$ cat src/rtl/knn_topk_engine_if.sv
// knn_topk_engine_if: candidate stream (valid/ready with distance, index and last flag)
interface knn_topk_engine_if #(
  parameter int DIST_W = 16,
  parameter int IDX_W  = 16
);
  logic              in_valid;
  logic              in_ready;
  logic [DIST_W-1:0] in_dist;
  logic [IDX_W-1:0]  in_idx;
  logic              in_last;
  modport master(output in_valid, in_dist, in_idx, in_last, input in_ready);
  modport slave(input in_valid, in_dist, in_idx, in_last, output in_ready);
endinterface

$ cat src/rtl/knn_topk_engine.sv
// knn_topk_engine: sorted top-K buffer, pruning threshold and running K-th mean (KNN_DUP_FILTER_EN drops duplicate idx)
module knn_topk_engine #(
  parameter int K          = 8,
  parameter int DIST_W     = 16,
  parameter int IDX_W      = 16,
  parameter int MEAN_SHIFT = 3
) (
  input  logic                     clk,
  input  logic                     rst,
  input  logic                     query_start,
  knn_topk_engine_if.slave         s,
  output logic [DIST_W-1:0]        threshold,
  output logic [K*DIST_W-1:0]      knn_dist,
  output logic [K*IDX_W-1:0]       knn_idx,
  output logic [$clog2(K+1)-1:0]   knn_count,
  output logic [DIST_W-1:0]        running_mean,
  output logic                     mean_valid,
  output logic                     query_done
);
  localparam int CW = $clog2(K+1);
  localparam logic [CW-1:0] KC = CW'(K);
  localparam logic [DIST_W-1:0] ONES = '1;
  typedef enum logic [1:0] {IDLE, RUN, FINISH} state_t;
  state_t state_q, state_d;
  logic [DIST_W-1:0] dist_q [K];
  logic [DIST_W-1:0] dist_d [K];
  logic [IDX_W-1:0] idx_q [K];
  logic [IDX_W-1:0] idx_d [K];
  logic [CW-1:0] count_q, count_d;
  logic [DIST_W-1:0] mean_q, mean_d;
  logic mean_valid_q, mean_valid_d, query_done_q, query_done_d;
  logic [K-1:0] le, at_p;
  logic full, acc, ins;
  logic signed [DIST_W:0] diff, step;
  assign full = count_q == KC;
  assign s.in_ready = state_q == RUN;
  assign acc = s.in_valid && s.in_ready && !query_start;
  assign diff = $signed({1'b0, dist_q[K-1]}) - $signed({1'b0, mean_q});
  assign step = diff >>> MEAN_SHIFT;
  assign threshold = full ? dist_q[K-1] : mean_valid_q ? mean_q : ONES;
  always_comb begin
    for (int i = 0; i < K; i++) begin
      le[i] = CW'(i) < count_q && dist_q[i] <= s.in_dist;
      at_p[i] = !le[i] && (i == 0 || le[i > 0 ? i - 1 : 0]);
    end
  end
`ifdef KNN_DUP_FILTER_EN
  logic dup;
  always_comb begin
    dup = 1'b0;
    for (int i = 0; i < K; i++) dup = dup | (CW'(i) < count_q && idx_q[i] == s.in_idx);
  end
  assign ins = acc && (!full || s.in_dist < dist_q[K-1]) && !dup;
`else
  assign ins = acc && (!full || s.in_dist < dist_q[K-1]);
`endif
  always_comb begin
    state_d = state_q;
    count_d = count_q;
    dist_d = dist_q;
    idx_d = idx_q;
    mean_d = mean_q;
    mean_valid_d = mean_valid_q;
    query_done_d = state_q == FINISH;
    if (state_q == FINISH && full) begin
      mean_valid_d = 1'b1;
      mean_d = mean_valid_q ? DIST_W'({1'b0, mean_q} + step) : dist_q[K-1];
    end
    if (query_start) begin
      state_d = RUN;
      count_d = '0;
      for (int i = 0; i < K; i++) begin
        dist_d[i] = ONES;
        idx_d[i] = '0;
      end
    end else begin
      state_d = state_q == RUN ? (acc && s.in_last ? FINISH : RUN) : IDLE;
      if (ins) begin
        count_d = full ? count_q : count_q + CW'(1);
        for (int i = 0; i < K; i++) begin
          dist_d[i] = le[i] ? dist_q[i] : at_p[i] ? s.in_dist : dist_q[i > 0 ? i - 1 : 0];
          idx_d[i] = le[i] ? idx_q[i] : at_p[i] ? s.in_idx : idx_q[i > 0 ? i - 1 : 0];
        end
      end
    end
  end
  always_ff @(posedge clk or negedge rst) begin
    if (!rst) begin
      state_q <= IDLE;
      count_q <= '0;
      mean_q <= '0;
      mean_valid_q <= 1'b0;
      query_done_q <= 1'b0;
      for (int i = 0; i < K; i++) begin
        dist_q[i] <= ONES;
        idx_q[i] <= '0;
      end
    end else begin
      state_q <= state_d;
      count_q <= count_d;
      mean_q <= mean_d;
      mean_valid_q <= mean_valid_d;
      query_done_q <= query_done_d;
      dist_q <= dist_d;
      idx_q <= idx_d;
    end
  end
  for (genvar g = 0; g < K; g++) begin : g_out
    assign knn_dist[g*DIST_W +: DIST_W] = dist_q[g];
    assign knn_idx[g*IDX_W +: IDX_W] = idx_q[g];
  end
  assign knn_count = count_q;
  assign running_mean = mean_q;
  assign mean_valid = mean_valid_q;
  assign query_done = query_done_q;
endmodule

$ cat src/flat_wrapper.sv
// flat-port wrapper written by rule: the top's interface ports become plain ports
module knn_topk_engine_flat 
#(
  parameter int K          = 8,
  parameter int DIST_W     = 16,
  parameter int IDX_W      = 16,
  parameter int MEAN_SHIFT = 3
)
  (clk, rst, query_start, threshold, knn_dist, knn_idx, knn_count, running_mean, mean_valid, query_done, s_in_valid, s_in_dist, s_in_idx, s_in_last, s_in_ready);
  knn_topk_engine_if #(.DIST_W(DIST_W), .IDX_W(IDX_W)) s_i ();
  input  logic clk;
  input  logic rst;
  input  logic query_start;
  output logic [DIST_W-1:0] threshold;
  output logic [K*DIST_W-1:0] knn_dist;
  output logic [K*IDX_W-1:0] knn_idx;
  output logic [$clog2(K+1)-1:0] knn_count;
  output logic [DIST_W-1:0] running_mean;
  output logic mean_valid;
  output logic query_done;
  input wire logic [$bits(s_i.in_valid)-1:0] s_in_valid;
  input wire logic [$bits(s_i.in_dist)-1:0] s_in_dist;
  input wire logic [$bits(s_i.in_idx)-1:0] s_in_idx;
  input wire logic [$bits(s_i.in_last)-1:0] s_in_last;
  output wire logic [$bits(s_i.in_ready)-1:0] s_in_ready;
  assign s_i.in_valid = s_in_valid;
  assign s_i.in_dist = s_in_dist;
  assign s_i.in_idx = s_in_idx;
  assign s_i.in_last = s_in_last;
  assign s_in_ready = s_i.in_ready;
  knn_topk_engine #(.K(K), .DIST_W(DIST_W), .IDX_W(IDX_W), .MEAN_SHIFT(MEAN_SHIFT)) u_core (.clk(clk), .rst(rst), .query_start(query_start), .s(s_i), .threshold(threshold), .knn_dist(knn_dist), .knn_idx(knn_idx), .knn_count(knn_count), .running_mean(running_mean), .mean_valid(mean_valid), .query_done(query_done));
endmodule
$ cat config.mk
export PLATFORM = sky130hd
export DESIGN_NAME = knn_topk_engine_flat
export DESIGN_NICKNAME = d
export VERILOG_FILES = /design/src/rtl/knn_topk_engine_if.sv /design/src/rtl/knn_topk_engine.sv /design/src/flat_wrapper.sv
export SDC_FILE = /design/constraint.sdc
export NUM_CORES = 1
export LEC_CHECK = 0
export ABC_AREA = 1
export CAP_MARGIN = 20
export CORE_MARGIN = 4
export CORE_UTILIZATION = 40
export DETAILED_ROUTE_END_ITERATION = 12
export SLEW_MARGIN = 30
export SYNTH_ARGS = -nofsm -noshare
export SYNTH_HDL_FRONTEND = slang
export SYNTH_SLANG_ARGS = --single-unit
$ cat constraint.sdc
create_clock -name clk -period 5.8 [get_ports clk]
set_input_delay 0.87 -clock clk [delete_from_list [all_inputs] [get_ports clk]]
set_output_delay 0.87 -clock clk [all_outputs]
set_load 0.02 [all_outputs]
Word-level counts from Yosys, hierarchy flattened

Cells that the tools add are included.
W data, S select, Z words.

Add/sub/neg operators: 3
Multipliers: 0
Divide/modulo/power cells: 0
Magnitude comparators: 17
Equal/unequal tests: 12
Shift operators: 0
Muxes and demuxes: 43
Bitwise logic cells: 0
Reductions and logical operators: 40

Operator list:

| cell                  | number |
|---|---|
| $mux W16              | 33 |
| $mux W128             | 4 |
| $le A16 B16 Y1        | 8 |
| $logic_and A1 B1 Y1   | 20 |
| $ne A2 B2 Y1 const B  | 9 |
| $reduce_and A2 Y1     | 9 |
| $sub A16 B16 Y17      | 1 |
| $add A16 B16 Y16      | 1 |
| $lt A16 B16 Y1        | 1 |
| $lt A3 B4 Y1 const A  | 4 |
| $mux W4               | 3 |
| $logic_not A1 Y1      | 9 |
| $lt A1 B4 Y1 const A  | 2 |
| $lt A2 B4 Y1 const A  | 2 |
| $mux W2               | 3 |
| $add A4 B1 Y4 const B | 1 |
| $eq A4 B4 Y1 const B  | 1 |
| $eq A2 B1 Y1 const B  | 1 |
| $eq A2 B2 Y1 const B  | 1 |
| $reduce_bool A2 Y1    | 1 |
| $logic_or A1 B1 Y1    | 1 |

Register bits after elaboration: 280
Latch bits: 0
Bits in writable memories: 0
ROM bits: 0
Input bits: 37
Logic and storage cells: 136
Memories: 0

Logic depth before layout (Yosys ltp)

Gate-level depths: netlist of run 1.

Word-level depth: 8
Gate-level depth with buffers: 22
Depth with buffers taken out: 22

Worst setup path after synthesis of run 1

Ideal clock, no wire load.

Path type: register -> register
From: reg u_core.dist_q (netlist bit u_core.knn_dist[116])
To: reg u_core.mean_q[13] (netlist: u_core.running_mean[13])
Arrival time: 2.807 ns
Required time: 5.669 ns
Setup slack: 2.862 ns
Cell stages (with the launch flop): 17
Clock period less this slack: 2.938 ns
Cell sequence: dfstp_2 ha_1 a21oi_1 o21ai_0 nand2_1 nand3_1 a21oi_1 xor2_1 ha_1 a21oi_1 o21ai_0 a21oi_1 o21ai_0 a21oi_1 o21ai_0 nand2_1 o21ai_0

Longest elaborated chain between the ends: 3

RTL lines:

| item                   | line                   | source |
|---|---|---|
| start, declared        | knn_topk_engine.sv:25  | `logic [DIST_W-1:0] dist_q [K];` |
| start signal, assigned | knn_topk_engine.sv:104 | `dist_q <= dist_d;` |
| $sub A16 B16 Y17       | knn_topk_engine.sv:38  | `assign diff = $signed({1'b0, dist_q[K-1]}) - $signed({1'b0, mean_q});` |
| $add A16 B16 Y16       | knn_topk_engine.sv:67  | `mean_d = mean_valid_q ? DIST_W'({1'b0, mean_q} + step) : dist_q[K-1];` |
| $mux W16               | knn_topk_engine.sv:67  |  |
| end signal, assigned   | knn_topk_engine.sv:101 | `mean_q <= mean_d;` |
| end, declared          | knn_topk_engine.sv:30  | `logic [DIST_W-1:0] mean_q, mean_d;` |

No other way between the ends.
A chain may end at the register's enable or synchronous reset.

Final worst setup path of run 1

From: reg u_core.count_q[1] (netlist: u_core.knn_count[1])
To: out threshold[0]

Longest elaborated chain between the ends: 2

RTL lines:

| item                   | line                   | source |
|---|---|---|
| start, declared        | knn_topk_engine.sv:29  | `logic [CW-1:0] count_q, count_d;` |
| start signal, assigned | knn_topk_engine.sv:100 | `count_q <= count_d;` |
| $eq A4 B4 Y1           | knn_topk_engine.sv:35  | `assign full = count_q == KC;` |
| $mux W16               | knn_topk_engine.sv:40  | `assign threshold = full ? dist_q[K-1] : mean_valid_q ? mean_q : ONES;` |
| end, declared          | flat_wrapper.sv:14     | `output logic [DIST_W-1:0] threshold;` |

No other way between the ends.

==> reports/metrics.cfg, run 1 <==
[logic_synthesis]
synth_warnings=0
synthTopCellsByArea=nand2_1 23%, dfrtp_1 20%, dfstp_2 17%, ha_1 11%, a21oi_1 8.1%
syn_area_per_cell_um2=6.95
synthFlopType=dfrtp_1
yosysUniqueCellTypes=42
synth_edf_count=0
yosys.area.top_type_share=0.225
ys_ff_latch=280
synth_area_mm2=0.0193
syn-num-nets=2980
yosysTopAreaCell=nand2_1
syn_inst=2778
synth-async-reset-ratio=1.00
seq_area_frac_synth=0.371

[clocking]
ctsHoldBuffers=0
clk_pin_slew_ns=0.06
cts-resized-gates=0
cts_tree=yes
cts_root_buffer=clkbuf_16
cts_buffers=36
cts_setup_buffers=0
clk_latency_ns=0.56
clockBufferDepth=3
h-tree-depth=2
clock-sinks=280

[die]
boundaryPins=332
core_area_mm2=0.0477
die_y_um=228
die_w_um=228
initial_core_util=0.404
dieArea_mm2=0.0518
num_rows=80

[setup_path]
cp.arrival_ns=3.18
crit_path_max_fanout=34
r2r_start=u_core.knn_dist[116]
worstSetupPathType=reg2out
r2r_slack_ns=2.16
cp.required_ns=4.93
r2r_end=u_core.running_mean[13]
crit_path_end_kind=primary output
crit_path_start_kind=flop
rr_worst_depth=16

[power_and_ir_drop]
p_sw_frac=0.373
netSwitchingPower_mw=2.76
peakVddDrop_mv=0.209
p_comb_frac=0.324
pwr-share-seq=0.358
p_per_area_mw_per_mm2=304
internal_power_mw=4.66
leakage_nw=12.8
power_frac_clock=0.317

[sta]
setup_viol=0
worstMarginPinSlew_ns=0.938
max_freq_mhz=247
hold_violations=0
whs_ns=0.467
rsz0062_at_grt=false
slew-limit-headroom=0.371
finalClockSkew_ns=0.0152
fin_tns_setup_ns=0
min_period_over_period=0.699
min_period_ns=4.05
slew_viol_final=0

[global_routing]
gr-total-overflow=0
grt_max_degree=120
grt_pass1_vias=19100
grt_usage=0.273
grt_antenna_before_repair=4
grt_pass1_wl_um=113000

[placed_design]
place_hpwl_um=53800
numPortBuffers=331
place_congestion=0.905

[finish]
regArea_mm2=0.00717
nFillCells=4752
syn2layout_area_growth_pct=26.5
multi_input_comb_area_mm2=0.0106
drive_above_1_share=0.0918
nets=3269

[min_path]
hold_start=u_core.state_q[0]
min_path_type=reg2reg
hold_end=u_core.query_done
hold_depth=1

[flow_run]
drv_cap=0

[status]
status=finished clean

[drt]
drt-wirelength-per-cell_um=19.6
drc=0
vias_per_cell=5.25
route.antenna.remaining_nets=0
dr.pass1.iters=6
detail_route.iter0.violations=1494
route.vias.total=19500
wirelength_um=72800

[metal layers]
metal / GRT usage / part of all wire / vias up
met4: 0.109 / 0.043 / 4
met1: 0.351 / 0.42 / 9059
met3: 0.0662 / 0.077 / 159
met2: 0.444 / 0.46 / 745
met5: 0 / 0.00029 / -
li1: - / - / 9503
[cell usage after synthesis, types with 2 or more instances]
cell type  count
clkbuf_1      44
a21oi_1      311
xor2_1        14
nor2_4         2
nand2_1     1159
nand3_1      191
o21ai_1        2
inv_2          6
o22ai_1        2
buf_1          3
a21oi_2        4
dfrtp_1      152
buf_2         71
buf_4          9
nand4_1        8
o21ai_0       97
nor3_1         8
clkbuf_2       6
o21bai_1       5
a31oi_1        9
nor2_2         4
clkinv_1      15
nor3_2         3
dfstp_2      128
o211ai_1       3
inv_1        228
ha_1         164
xnor2_1        5
nand3_2        3
a21o_1        11
nand2_2       15
nor2_1        83
a21oi_4        4
[flip-flops by register name (all words and copies together) (netlist names)]
register             cells
u_core.running_mean     16
u_core.knn_idx         128
u_core.mean_valid        1
u_core.state_q           2
u_core.knn_dist        128
u_core.knn_count         4
u_core.query_done        1
[power by group through the flow]
stage | Clock [mW] | Sequential [mW] | Combinational (mW)
floorplan | 0 | 2.84 | 1.16
global placement | 0 | 2.68 | 2.35
detailed placement | 0 | 2.68 | 2.39
CTS | 2.40 | 2.66 | 2.41
global route | 2.48 | 2.69 | 2.68
finish | 2.36 | 2.66 | 2.41
[stage by stage]
| stage | utilization | power [mW] | worst slack [ns] | instance area, µm² | cells |
|---|---|---|---|---|---|
| 6_report | 0.512 | 7.42 | 1.75 | 24400 | 3712 |
| 5_1_grt | 0.512 | 7.85 | 1.59 | 24400 | 3712 |
| 4_1_cts | 0.511 | 7.46 | 1.78 | 24400 | 3709 |
| 3_5_place_dp | 0.485 | 5.07 | 1.29 | 23200 | 3643 |
| 3_3_place_gp | 0.485 | 5.03 | 1.23 | 23200 | 3643 |
| 2_1_floorplan | - | 4.00 | 2.86 | 19300 | 2778 |
[logic make-up (layout without fill, tap and decap cells)]
kind of cell / count (synthesis) / count (layout) / synth area share
other: 0 / 2 / 0
and+or+nand+nor: 1479 / 1479 / 0.307
DFF: 280 / 280 / 0.371
buffers and inverters: 383 / 700 / 0.0816
adders and majority gates: 165 / 165 / 0.107
AOI/OAI and AO/OA: 452 / 452 / 0.124
xor gates and xnor gates: 19 / 19 / 0.00862
[cells in the final DEF, fill, tap and decap left out, types with 16 or more instances in the layout]
cell             count
a21oi_1            311
clkinv_1            16
nand2_2             16
inv_1              227
o21ai_0             97
buf_4               53
clkbuf_16           36
dfstp_2            128
nand2_1           1158
nor2_1              83
ha_1               164
nand3_1            191
clkdlybuf4s50_1    330
dfrtp_1            152
[how the worst max path moves through the flow]
stage                               from                      end  slack, ns  depth (start not counted)
floorplan           u_core.knn_dist[116]  u_core.running_mean[13]       2.86                         16
global placement            s_in_dist[7]       u_core.knn_idx[80]       1.23                         15
detailed placement          s_in_dist[4]       u_core.knn_idx[27]       1.29                         18
CTS                  u_core.knn_count[1]             threshold[0]       1.78                          8
global route                s_in_dist[7]       u_core.knn_idx[30]       1.59                         18
finish               u_core.knn_count[1]             threshold[0]       1.75                          8
[critical path, stage by stage, from the launching register on]
cell and delay (ns):
dfrtp_1 0.61, inv_1 0.11, ha_1 0.21, inv_1 0.11, nor3_2 0.06, inv_2 0.43, o21ai_0 0.16, o21ai_0 0.20
clkdlybuf4s50_1 0.71
[final cells by class]
type | instances | share of cell area
Multi-Input combinational cell | 2115 | 0.433
Sequential cell | 280 | 0.293
Timing Repair Buffer | 385 | 0.153
Clock buffer | 54 | 0.0437
Inverter | 249 | 0.0383
Tap cell | 615 | 0.0315
Clock inverter | 12 | 0.00692
Antenna cell | 2 | 0.000205
Power figures use the tool's default switching activity.
==> run 2: changes to the inputs <==
--- a/config.mk
+++ b/config.mk
@@ -10,6 +10,7 @@
 export CORE_MARGIN = 4
 export CORE_UTILIZATION = 40
 export DETAILED_ROUTE_END_ITERATION = 12
+export PLACE_DENSITY = 0.66
 export SLEW_MARGIN = 30
 export SYNTH_ARGS = -nofsm -noshare
 export SYNTH_HDL_FRONTEND = slang
==> constraint.sdc (replaced) <==
create_clock -name clk -period 3.5 [get_ports clk]
set_input_delay 0.525 -clock clk [delete_from_list [all_inputs] [get_ports clk]]
set_output_delay 0.525 -clock clk [all_outputs]
set_load 0.02 [all_outputs]
==> reports/metrics.cfg, run 2 (synthesis gave the netlist of run 1 again) <==
[die]
die_w_um=228  ; unchanged
boundaryPins=332  ; unchanged
die_y_um=228  ; unchanged
core_area_mm2=0.0477  ; unchanged
dieArea_mm2=0.0518  ; unchanged
initial_core_util=0.404  ; unchanged
num_rows=80  ; unchanged

[drt]
drc=0  ; unchanged
dr.pass1.iters=7  ; +1
wirelength_um=72300  ; -0.71%
detail_route.iter0.violations=1391  ; -6.9%
vias_per_cell=5.24  ; -0.15%
route.vias.total=19800  ; +1.5%
drt-wirelength-per-cell_um=19.1  ; -2.3%
route.antenna.remaining_nets=0  ; unchanged

[setup_path]
r2r_end=u_core.running_mean[12]
worstSetupPathType=reg2out
r2r_start=u_core.knn_dist[113]
crit_path_max_fanout=34  ; unchanged
cp.required_ns=2.97  ; -1.96 ns
crit_path_start_kind=flop
cp.arrival_ns=2.85  ; -0.33 ns
rr_worst_depth=17  ; +1
critical_path.startpoint=u_core.knn_count[1]
crit_end=threshold[13]
r2r_slack_ns=0.14  ; -2.02 ns
crit_path_end_kind=primary output

[sta]
finalClockSkew_ns=0.0148  ; -0.000414 ns
min_period_over_period=0.965
slew_viol_final=0  ; unchanged
slew-limit-headroom=0.404  ; +0.0334
setup_viol=0  ; unchanged
worst_slack_ns=0.123  ; -1.62 ns
hold_violations=0  ; unchanged
min_period_ns=3.38
worstMarginPinSlew_ns=0.894  ; -0.0444 ns
max_freq_mhz=296

[clocking]
ctsHoldBuffers=0  ; unchanged
clk_pin_slew_ns=0.05  ; about the same
cts_buffers=36  ; unchanged
cts_root_buffer=clkbuf_16
clk_latency_ns=0.56  ; about the same
h-tree-depth=2  ; unchanged
cts_tree=yes
clockBufferDepth=3  ; unchanged
clock-sinks=280  ; unchanged

[min_path]
min_path_type=in2async

[finish]
layout_commonest_cell=nand2_1
drive_above_1_share=0.110  ; +0.0185
layout_common_cells=1158 x nand2_1, 328 x clkdlybuf4s50_1, 304 x a21oi_1
stdcell_count=3774  ; +1.7%
nets=3331  ; +1.9%
syn2layout_area_growth_pct=29.5

[global_routing]
grt_antenna_before_repair=3  ; -1
grt_usage=0.273  ; +0.000563
gr-total-overflow=0  ; unchanged
grt_pass1_vias=20100  ; +5.2%
grt_pass1_wl_um=115000  ; +1.1%
grt_max_degree=104  ; -13%

[placed_design]
place_hpwl_um=55400  ; +3.0%
numPortBuffers=331  ; unchanged
place_congestion=0.933  ; +3.1%
dpl.cell_count=3704  ; +1.7%
pre_cts_slack_ns=0.156  ; -1.13 ns

[power_and_ir_drop]
p_per_area_mw_per_mm2=485  ; +60%
fin_total_pwr_mw=12.1  ; +64%
peakVddDrop_mv=0.397  ; +90%
leakage_nw=13.1  ; +2.3%

[status]
status=finished clean

[flow_run]
drv_cap=0  ; unchanged

[run 2: metal layers]
| layer | global-route usage | part of all wire |
|---|---|---|
| met3 | 0.0616 | 0.069 |
| met1 | 0.324 | 0.40 |
| met2 | 0.480 | 0.49 |
| met5 | 0 | 0 |
| met4 | 0.111 | 0.044 |
[run 2: metrics by stage]
step           cell area (µm²)  TNS (ns)  utilization  hold slack (ns)
6_report                 25000         0        0.524           0.0145
3_5_place_dp             23800         0        0.498            0.450
2_1_floorplan            19300         0            -            0.229
3_3_place_gp             23800         0        0.498            0.453
5_1_grt                  25000   -0.0235        0.524           0.0712
4_1_cts                  24900         0        0.522           0.0489
[run 2: timing repair]
action                                  in CTS  in global routing
buffers inserted                             0                  2
pin swaps                                    0                  3
endpoints found under the setup margin       9                 11
gates resized for setup                      1                 16
[run 2: area by class of cell]
| type | count | area (µm²) |
|---|---|---|
| antenna | 3 | 7.51 |
| clock buffer | 56 | 1040 |
| clock inverter | 9 | 105 |
| fill | 4621 | 22700 |
| inverter | 249 | 940 |
| multi-input combinational | 2115 | 10600 |
| sequential | 280 | 7170 |
| tap | 615 | 769 |
| timing repair buffer | 447 | 4380 |
[run 2: worst min-delay path by stage]
stage / start / endpoint / cells past startpoint
after floorplan: rst / u_core.knn_count[0] / 0
final: rst / u_core.knn_idx[7] / 1
after detailed placement: u_core.state_q[0] / u_core.query_done / 1
after global placement: u_core.state_q[0] / u_core.query_done / 1
after CTS: rst / u_core.knn_idx[42] / 1
after global routing: rst / u_core.knn_idx[7] / 1
[run 2: worst max-delay path, cell delays in order (launching register included)]
cell and delay, ns:
dfrtp_1 0.49, inv_1 0.12, ha_1 0.17, inv_1 0.09
nor3_2 0.27, inv_6 0.17, o21ai_0 0.30, clkdlybuf4s50_1 0.68
[run 2: power breakdown]
part | leakage [nW] | internal [mW] | total [mW] | switching [mW]
Clock | 0.551 | 2.13 | 3.65 | 1.52
Sequential | 3.43 | 3.82 | 4.40 | 0.574
Combinational | 9.09 | 1.63 | 4.10 | 2.47
==> RTL edit 1: new RTL, config.mk and constraints of run 2 <==
`IDX_W` is set to 16 in 3 places; all go to 17.
--- a/src/rtl/knn_topk_engine_if.sv
+++ b/src/rtl/knn_topk_engine_if.sv
@@ -3,3 +3,3 @@
   parameter int DIST_W = 16,
-  parameter int IDX_W  = 16
+  parameter int IDX_W  = 17
 );
--- a/src/rtl/knn_topk_engine.sv
+++ b/src/rtl/knn_topk_engine.sv
@@ -4,3 +4,3 @@
   parameter int DIST_W     = 16,
-  parameter int IDX_W      = 16,
+  parameter int IDX_W      = 17,
   parameter int MEAN_SHIFT = 3
--- a/src/flat_wrapper.sv
+++ b/src/flat_wrapper.sv
@@ -5,3 +5,3 @@
   parameter int DIST_W     = 16,
-  parameter int IDX_W      = 16,
+  parameter int IDX_W      = 17,
   parameter int MEAN_SHIFT = 3
Ports: changed (resized knn_idx and s_in_idx); port bits go from 332 to 341. The function was not compared with the original's and may differ.
==> RTL edit 1 against run 2 <==
  * First-iteration DRC count is 9.0% higher
  * Power up 3.5%
  * Count of clock-buffer cells in the layout increased by 6
  * Cell count grew 3.6%
  * Wire length up 3.7%
  * Maximum frequency rose by 0.90%
  * Setup slack better by 0.030 ns
  * Synthesized area increased by 4.5%
  * Sequential power is 2% higher
  * Cell area grew 4.1%
  * Sequential cell count is 8 higher
  * Largest power group unchanged
==> RTL edit 1: results (changes against run 2) <==
outcome:
  outcome: "completed"  # unchanged
yosys:
  synth_xor_area_share_pct: 0.825  # was 0.862%
  syn_nets: 3040  # was 2,980
  ys_types: 46  # was 42
  synth_compound_area_share_pct: 12.3  # was 12.4%
  synth-seq-area-share_pct: 36.5  # was 37.1%
  synth_fa_ha_area_share_pct: 10.3  # was 10.7%
  synth_area_leaders: "nand2_1 22%, dfrtp_1 20%, dfstp_2 17%"  # was nand2_1 23%, dfrtp_1 20%, dfstp_2 17%
timing:
  worstMarginPinSlew_ns: 0.729  # was 0.894 ns
  whs_ns: 0.484  # was 0.0145 ns
  min_period_ns: 3.35  # was 3.38 ns
worst_setup_path:
  crit_path_end: "threshold[6]"  # was threshold[13]
  reg2reg_depth: 18  # was 17
  ff2ff_setup_slack_ns: 0.16  # was 0.14 ns
  cp-startpoint: "u_core.knn_count[0]"  # was u_core.knn_count[1]
  r2r_start: "u_core.knn_dist[117]"  # was u_core.knn_dist[113]
  arrival_ns: 2.82  # was 2.85 ns
place:
  dp_slack_ns: 0.0266  # was 0.156 ns
  place_congestion: 0.967  # was 0.933
  dp_hpwl_mm: 56.7  # was 55.4 mm
  io_buffer_count: 340  # was 331
  dpl-instance-area_sq_um: 24800  # was 23,800 sq um
layout:
  nets: 3414  # was 3,331
  antenna_cells: 0  # was 3
  nFillCells: 4958  # was 4,621
  layout-drive-gt1-share_pct: 12.4  # was 11.0%
grt:
  grt.met2_usage_pct: 45.1  # was 48.0%
  grt_use_total_pct: 27.1  # was 27.3%
  grt_pass1_wl_mm: 115  # about the same
  met1_usage_pct: 35.7  # was 32.4%
  use_met3_pct: 5.06  # was 6.16%
  antenna_found_initial: 0  # was 3
  grt_max_degree: 83  # was 104
cts:
  cts_hold_buf: 1  # was 0
  cts_buffers: 38  # was 36
route:
  met3WireLength_mm: 5.31  # was 4.97 mm
  met2_length_mm: 35.6  # unchanged
  first_iter_violations: 1516  # was 1,391
power_and_ir_drop:
  max-vdd-ir-drop_mv: 0.394  # was 0.397 mV
  p_leak_nw: 13.5  # was 13.1 nW
  seq-power_mw: 4.49  # was 4.40 mW
  p_comb_share_pct: 34.2  # was 33.8%
==> RTL edit 1: logic make-up (layout without fill, tap and decap cells) <==
group                    count (synthesis)  count (layout)
flip-flops                             288             288
XOR/XNOR                                19              19
AND/OR/NAND/NOR                       1526            1526
buffers and inverters                  387             789
adder cells (fa/ha/maj)                165             165
AO/OA/AOI/OAI                          452             452
==> RTL edit 1: final cells by class <==
type | instances | area [sq um] | area share [%]
timing repair buffer | 472 | 4640 | 17.8
clock buffer | 62 | 1150 | 4.42
inverter | 249 | 940 | 3.61
sequential | 288 | 7370 | 28.3
tap | 672 | 841 | 3.23
clock inverter | 6 | 36.3 | 0.139
multi-input combinational | 2162 | 11100 | 42.5
==> RTL edit 1: per-stage QoR <==
step / instances / power, mW
after floorplan: 2837 / 6.91
after global placement: 3841 / 8.72
after detailed placement: 3841 / 8.80
after global routing: 3911 / 13.3
after CTS: 3910 / 12.6
final: 3911 / 12.6
==> RTL edit 2: new RTL, settings of run 2 <==
Without the edit above. Reset style: synchronous (`rst`), changed in one clocked block.
--- a/src/rtl/knn_topk_engine.sv
+++ b/src/rtl/knn_topk_engine.sv
@@ -86,3 +86,3 @@
   end
-  always_ff @(posedge clk or negedge rst) begin
+  always_ff @(posedge clk) begin
     if (!rst) begin
Formal check against the unedited RTL: differs if rst is asserted again (counterexample within 4 cycles, from zero or initial values and one cycle with rst low); with rst held inactive, the same outputs for 4 cycles.
==> RTL edit 2 against run 2 <==
  * Register-to-register slack gained 0.02 ns
  * Synthesized area shrank 7.8%
  * Wire length shrank 8.4%
  * Critical endpoint is now threshold[1]
  * Die area shrank 7.5%
  * Hold slack gained 0.45 ns
  * Utilization grew 0.94 points
  * Synthesized cell count shrank 1.6%
  * Count of clock-buffer cells in the layout shrank 4
  * Setup slack lost 0.059 ns
  * Sequential cell count is the same
  * Cell area shrank 5.9%
Power is not compared: it rests on default switching activity, and its combinational part moved more than twofold at a synthesized area within 25%.
==> RTL edit 2: results (changes against run 2) <==
outcome:
  outcome: "completed"  # unchanged
timing:
  clock_skew_ns: 0.0221  # was 0.0148 ns
  slew_headroom_pct: 54.8  # was 40.4%
place:
  io_buffer_count: 331  # unchanged
  place_congestion: 0.940  # was 0.933
  dp_slack_ns: 0.0709  # was 0.156 ns
  dp_hpwl_mm: 51.8  # was 55.4 mm
  dpl-instance-area_sq_um: 22300  # was 23,800 sq um
  place_inst: 3649  # was 3,704
layout:
  nets: 3297  # was 3,331
  layout_commonest_cell: "nand2_1"  # unchanged
  layout-drive-gt1-share_pct: 7.38  # was 11.0%
  nFillCells: 4405  # was 4,621
  multi_input_area_sq_um: 10400  # was 10,600 sq um
  antenna_cells: 0  # was 3
yosys:
  synth-seq-area-share_pct: 31.5  # was 37.1%
  synth_xor_area_share_pct: 0.885  # was 0.862%
  postSynth.asyncResetShare_pct: 0  # was 100%
  synth-main-ff-cell: "dfxtp_1"  # was dfrtp_1
  muxShareOfSynthArea_pct: 0  # unchanged
  synthTopCellsByCount: "1,030 x nand2_1, 319 x a21oi_1, 305 x inv_1"  # was 1,159 x nand2_1, 311 x a21oi_1, 228 x inv_1
  synth_area_per_cell_sq_um: 6.51  # was 6.95 sq um
  synth_top_family_by_area: "simple AND/OR/NAND/NOR gates"  # unchanged
  synth_warnings: 0  # unchanged
  syn_nets: 2935  # was 2,980
  synth_compound_area_share_pct: 17.9  # was 12.4%
  ys_types: 42  # unchanged
  synth_area_leaders: "dfxtp_1 31%, nand2_1 22%, ha_1 11%"  # was nand2_1 23%, dfrtp_1 20%, dfstp_2 17%
  synth_fa_ha_area_share_pct: 11.6  # was 10.7%
cts:
  path_clk_slew_ns: 0.06
  clockBufferDepth: 3  # unchanged
  cts_buffers: 35  # was 36
  root_buffer: "clkbuf_16"  # unchanged
  htreeDepth: 2  # unchanged
  worstSkewPairLatency_ns: 0.55
route:
  viasPerCell: 5.08  # was 5.24
  firstDrtPassIters: 6  # was 7
  wire_per_inst_um: 17.8  # was 19.1 um
  postRouteWirelength_mm: 66.2  # was 72.3 mm
  first_iter_violations: 1360  # was 1,391
grt:
  grt_pass1_wl_mm: 102  # was 115 mm
  grt_pass1_vias: 18190  # was 20,051
  grt_max_degree: 149  # was 104
  met1_usage_pct: 33.7  # was 32.4%
  grt_use_total_pct: 26.9  # was 27.3%
  use_met3_pct: 7.35  # was 6.16%
  grt.met2_usage_pct: 43.8  # was 48.0%
  antenna_found_initial: 1  # was 3
worst_setup_path:
  cp_max_fo: 14  # was 34
  arrival_ns: 2.91  # was 2.85 ns
power_and_ir_drop:
  p_leak_nw: 11.2
  max-vdd-ir-drop_mv: 0.281
hold_path:
  hp-class: "flip-flop to flip-flop"  # was primary input to async pin
[RTL edit 2: kinds of logic after synthesis]
kind of cell | count (synthesis)
fa+ha+maj | 164
xor+xnor | 18
simple gates | 1261
flops | 280
compound gates | 570
buf+inv | 441
[RTL edit 2: worst paths after layout]
path,startpoint,endpoint,slack (ns),cells after the start
worst max-delay path,u_core.knn_count[1],threshold[1],0.06,8
worst min register to register,u_core.state_q[1],u_core.query_done,0.47,2
worst min-delay path,u_core.state_q[1],u_core.query_done,0.47,2
worst max register to register,u_core.running_mean[10],u_core.running_mean[15],0.16,18
[RTL edit 2: worst max-delay path, cell delays in order (launching register included)]
cell and delay, ns:
dfxtp_1 0.45, inv_1 0.14, ha_1 0.21, inv_1 0.12, nor3_2 0.08, inv_2 0.19, nor2_1 0.06, a31oi_1 0.40
clkdlybuf4s50_1 0.70
[RTL edit 2: metal layers]
metal	wire length (um)	vias up
met2	29600	666
met4	2990	2
met5	7	-
met3	5650	156
li1	-	9498
met1	27900	8521
[RTL edit 2: final cells by class]
class	count	area share, %
clock buffers	52	4.51
clock inverters	7	0.479
inverters	316	5.04
multi-input cells	2013	44.3
flip-flops and latches	280	23.8
well taps	592	3.15
repair buffers	450	18.7
[RTL edit 2: power breakdown]
group	internal [mW]	total (mW)	switching, mW
combinational	0.549	1.41	0.865
sequential	3.28	3.37	0.0954
clock	2.31	3.78	1.47
[RTL edit 2: timing repair]
action / CTS / global route
pin swaps: 0 / 4
endpoints found under the setup margin: 8 / 17
buffers inserted: 0 / 2
hold buffers: 0 / 0
resized for setup: 1 / 21
